<file path="src/rtl/fifo_uart_tx.sv">
// rtl/fifo_uart_tx.sv - drains the async FIFO read port and sends 8N1 serial frames, LSB first.
// Define FIFO_UART_TX_PARITY_EN to insert an even-parity bit between data and stop.
`timescale 1ns/1ps
module fifo_uart_tx #(
  parameter int CLKS_PER_BIT = 16,
  parameter int CNT_W        = 16
) (
  input  logic             rd_clk,
  input  logic             rd_rst,
  input  logic             tx_enable,
  input  logic             fifo_empty,
  input  logic [7:0]       fifo_data,
  output logic             fifo_rd_en,
  output logic             tx,
  output logic             busy,
  output logic [CNT_W-1:0] frame_cnt
);

  localparam int BAUD_W = $clog2(CLKS_PER_BIT);
  localparam logic [BAUD_W-1:0] BAUD_LAST = BAUD_W'(CLKS_PER_BIT - 1);

  typedef enum logic [2:0] {
    S_IDLE,
    S_FETCH,
    S_LOAD,
    S_START,
    S_DATA,
`ifdef FIFO_UART_TX_PARITY_EN
    S_PARITY,
`endif
    S_STOP
  } state_t;

  state_t            state_q, state_d;
  logic [BAUD_W-1:0] baud_q, baud_d;
  logic [2:0]        bit_q, bit_d;
  logic [7:0]        shift_q, shift_d;
  logic              tx_q, tx_d;
  logic              rd_en_q, rd_en_d;
  logic              busy_q, busy_d;
  logic [CNT_W-1:0]  cnt_q, cnt_d;
  logic              bit_end;
`ifdef FIFO_UART_TX_PARITY_EN
  logic              parity_q, parity_d;
`endif

  assign bit_end = (baud_q == BAUD_LAST);

  always_comb begin
    state_d = state_q;
    baud_d  = baud_q;
    bit_d   = bit_q;
    shift_d = shift_q;
    tx_d    = tx_q;
    rd_en_d = 1'b0;
    cnt_d   = cnt_q;
`ifdef FIFO_UART_TX_PARITY_EN
    parity_d = parity_q;
`endif
    case (state_q)
      S_IDLE: begin
        tx_d = 1'b1;
        if (tx_enable && !fifo_empty) begin
          state_d = S_FETCH;
          rd_en_d = 1'b1;
        end
      end
      S_FETCH: state_d = S_LOAD;
      // FIFO read data is valid during LOAD, one cycle after the pop.
      S_LOAD: begin
        shift_d = fifo_data;
`ifdef FIFO_UART_TX_PARITY_EN
        parity_d = ^fifo_data;
`endif
        tx_d    = 1'b0;
        baud_d  = '0;
        bit_d   = 3'd0;
        state_d = S_START;
      end
      S_START: begin
        if (bit_end) begin
          state_d = S_DATA;
          tx_d    = shift_q[0];
          baud_d  = '0;
        end else begin
          baud_d = baud_q + BAUD_W'(1);
        end
      end
      S_DATA: begin
        if (bit_end) begin
          baud_d = '0;
          if (bit_q == 3'd7) begin
`ifdef FIFO_UART_TX_PARITY_EN
            state_d = S_PARITY;
            tx_d    = parity_q;
`else
            state_d = S_STOP;
            tx_d    = 1'b1;
`endif
          end else begin
            shift_d = {1'b0, shift_q[7:1]};
            tx_d    = shift_q[1];
            bit_d   = bit_q + 3'd1;
          end
        end else begin
          baud_d = baud_q + BAUD_W'(1);
        end
      end
`ifdef FIFO_UART_TX_PARITY_EN
      S_PARITY: begin
        if (bit_end) begin
          state_d = S_STOP;
          tx_d    = 1'b1;
          baud_d  = '0;
        end else begin
          baud_d = baud_q + BAUD_W'(1);
        end
      end
`endif
      S_STOP: begin
        if (bit_end) begin
          state_d = S_IDLE;
          baud_d  = '0;
          cnt_d   = cnt_q + CNT_W'(1);
        end else begin
          baud_d = baud_q + BAUD_W'(1);
        end
      end
      default: begin
        state_d = S_IDLE;
        tx_d    = 1'b1;
      end
    endcase
    busy_d = (state_d != S_IDLE);
  end

  always_ff @(posedge rd_clk or posedge rd_rst) begin
    if (rd_rst) begin
      state_q <= S_IDLE;
      baud_q  <= '0;
      bit_q   <= 3'd0;
      shift_q <= 8'h00;
      tx_q    <= 1'b1;
      rd_en_q <= 1'b0;
      busy_q  <= 1'b0;
      cnt_q   <= '0;
`ifdef FIFO_UART_TX_PARITY_EN
      parity_q <= 1'b0;
`endif
    end else begin
      state_q <= state_d;
      baud_q  <= baud_d;
      bit_q   <= bit_d;
      shift_q <= shift_d;
      tx_q    <= tx_d;
      rd_en_q <= rd_en_d;
      busy_q  <= busy_d;
      cnt_q   <= cnt_d;
`ifdef FIFO_UART_TX_PARITY_EN
      parity_q <= parity_d;
`endif
    end
  end

  assign fifo_rd_en = rd_en_q;
  assign tx         = tx_q;
  assign busy       = busy_q;
  assign frame_cnt  = cnt_q;

endmodule

</file>
<file path="config.mk">
export PLATFORM = sky130hd
export DESIGN_NAME = fifo_uart_tx
export DESIGN_NICKNAME = d
export VERILOG_FILES = /design/src/rtl/fifo_uart_tx.sv
export SDC_FILE = /design/constraint.sdc
export NUM_CORES = 1
export LEC_CHECK = 0
export ABC_AREA = 1
export CELL_PAD_IN_SITES_DETAIL_PLACEMENT = 0
export CELL_PAD_IN_SITES_GLOBAL_PLACEMENT = 1
export CORE_MARGIN = 2
export CORE_UTILIZATION = 39
export CTS_CLUSTER_SIZE = 10
export DETAILED_ROUTE_END_ITERATION = 8
export GPL_ROUTABILITY_DRIVEN = 0
export PLACE_DENSITY = 0.86
export SLEW_MARGIN = 15
export SYNTH_ARGS = -nofsm -noshare
export SYNTH_HDL_FRONTEND = slang
export SYNTH_SLANG_ARGS = --single-unit
</file>
<file path="constraint.sdc">
create_clock -name rd_clk -period 1.73 [get_ports rd_clk]
set_input_delay 0.173 -clock rd_clk [delete_from_list [all_inputs] [get_ports rd_clk]]
set_output_delay 0.173 -clock rd_clk [all_outputs]
set_load 0.01 [all_outputs]
</file>
==> metrics.yaml <==
p_leak_uw: 0.001226
core_mm2: 0.005107
die_area_mm2: 0.005858
cp.required_ns: 1.96
cts.htree.levels: 2
die_w_um: 76.54
setup_violations: 0
cts_buffers: 5
status: "finished, final reports clean"
wl_mm: 4.147
clockRootBuffer: "clkbuf_8"
skew_ns: 0.01015
clk_path_buf_depth: 2
postSynthCellCount: 259
period_needed_ns: 1.521
ir_worst_vdd_mv: 0.3837
grt_start_max_net_pins: 38
wl_per_cell_um: 11.30
antenna_found_initial: 0
maxCapViolations: 0
diodes: 0
start_util_pct: 40.18
cts_tree: "done"
route.detailed.drc: 0
cts_setup_buffers: 0
worst_pin_slew_ns: 0.3544
dr.pass1.iters: 4
port_buffers: 30
crit_type: "flop to flop"
period_share_pct: 87.93
register_area_um2: 927.1
cts_sinks: 37
multiInputGateArea_um2: 955.9
synth.cell_area_mm2: 0.002052
final_layout_size_suffix_gt1_share_pct: 13.13
grt_util_all_layers_pct: 15.64
gr-total-overflow: 0
area_growth_pct: 24.69
drv_slew: 0
routed-via-count: 1695
relSlewSlack_pct: 76.29
num_rows: 26
post_cts_resized: 0
drt-initial-drc-count: 67
clkLatencyLatePin_ns: 0.30
rsz0062_at_grt: "no"
synth-seq-cells: 37
power_uw: 1735
nFillCells: 523
fmax_mhz: 657.4
cp.arrival_ns: 1.75
cp-start-kind: "flop"
cts.clk_slew.worst_paths_ns: 0.08
hold_buffers: 0
yosys_warnings: 0
ys_seq_area_share_pct: 45.18
worst_slack_ns: 0.2089
hp-class: "input port to async pin"
cp_max_fo: 14
utilization_pct: 50.10
final_nets: 312
viasPerCell: 4.619
p_per_area_mw_per_mm2: 678.2
die_h_um: 76.54
grt_pass1_wl_mm: 7.300
drtAntennaViolNets: 0
synth_cell_types: 29
synthesis.nets: 275
cp-end-kind: "flop"
dp_hpwl_mm: 3.004
fin_setup_tns_ns: 0
num_io_pins: 31
final_hold_viol_count: 0
grt_pass1_vias: 1546
synth_area_per_cell_um2: 7.923
dp_slack_ns: 0.2084
-- cell families (layout without fill, tap and decap cells) --
group,count (synthesis),after routing,share of synthesized area (%)
AOI/OAI and AO/OA,26,26,8.353
and+or+nand+nor,145,145,31.95
adders and majority gates,4,4,2.439
buffers and inverters,38,76,8.232
DFF,37,37,45.18
xor gates and xnor gates,9,9,3.842
-- metrics by stage --
stage	cell area (um^2)	hold slack (ns)	instances
floorplan	2052	0.3183	259
global placement	2442	0.4689	359
detailed placement	2442	0.4672	359
CTS	2559	0.2282	367
global route	2559	0.2750	367
finish	2559	0.2157	367
-- worst max-delay path, cell delays in order (launching register included) --
cell,delay [ns]
dfrtp_1,0.41
ha_1,0.20
ha_1,0.24
o21ai_4,0.18
nand2_4,0.10
inv_4,0.18
nand2_1,0.09
o21ai_2,0.06
-- sequential cells by signal, summed over array words and instances (netlist names) --
signal / cells
shift_q: 8
baud_q: 4
busy: 1
bit_q: 3
frame_cnt: 16
fifo_rd_en: 1
state_q: 3
tx: 1
-- final timing paths --
check | from | depth (start not counted) | end | slack [ns]
setup / recovery | bit_q[0]$_DFFE_PP0P_ | 7 | shift_q[6]$_DFFE_PP0P_ | 0.21
hold / removal | rd_rst | 3 | frame_cnt[9]$_DFFE_PP0P_ | 0.22
setup reg to reg | bit_q[0]$_DFFE_PP0P_ | 7 | shift_q[6]$_DFFE_PP0P_ | 0.21
hold reg to reg | shift_q[7]$_DFFE_PP0P_ | 2 | shift_q[7]$_DFFE_PP0P_ | 0.48
max in group asynchronous | rd_rst | 3 | tx$_DFFE_PP1P_ | 1.25
min in group rd_clk | shift_q[7]$_DFFE_PP0P_ | 2 | shift_q[7]$_DFFE_PP0P_ | 0.48
-- metal layers --
metal  vias up  track usage [%]  part of all wire (%)
met2        31            24.16                    46
met4         0            6.000                   1.8
met1       773            21.36                    50
li1        883                -                     -
met3         8            3.555                   3.1
met5         -                0                     0
-- power by group --
| group | internal, uW | leakage, uW | switching (uW) |
|---|---|---|---|
| logic | 37.8 | 0.000704 | 34.5 |
| clock network | 470 | 0.0000585 | 315 |
| registers | 874 | 0.000464 | 3.36 |
| total | 1380 | 0.00123 | 353 |
-- layout by cell type (no fill, tap or decap), drive strengths merged --
cell,n
bufinv,1
buf,3
clkbuf,7
xnor2,2
clkdlybuf4s50,30
inv,34
o211ai,2
clkinv,1
dfrtp,36
ha,4
nand2,97
o21ai,22
o31ai,1
nand3b,2
nand3,15
or2,1
xor2,7
dfstp,1
nor2,25
a21oi,1
nand4,5
-- cells in the mapped netlist, drive strengths merged --
| library cell | number | area (um^2) |
|---|---|---|
| nand2 | 97 | 406.6 |
| dfrtp | 36 | 900.9 |
| inv | 34 | 132.6 |
| nor2 | 25 | 108.9 |
| o21ai | 22 | 143.9 |
| nand3 | 15 | 87.59 |
| xor2 | 7 | 61.31 |
| nand4 | 5 | 31.28 |
| ha | 4 | 50.05 |
| buf | 3 | 32.53 |
| nand3b | 2 | 15.01 |
| o211ai | 2 | 15.01 |
| xnor2 | 2 | 17.52 |
| a21oi | 1 | 5.000 |
| clkinv | 1 | 3.750 |
| dfstp | 1 | 26.28 |
| o31ai | 1 | 7.510 |
| or2 | 1 | 6.260 |
-- cell type report --
class	count	area share, %
Inverter	35	5.330
Clock inverter	1	1.174
Timing Repair Buffer	33	13.11
Sequential cell	37	36.23
Clock buffer	7	3.374
Multi-Input combinational cell	184	37.36
Tap cell	70	3.423
(Power assumes the default switching activity.)
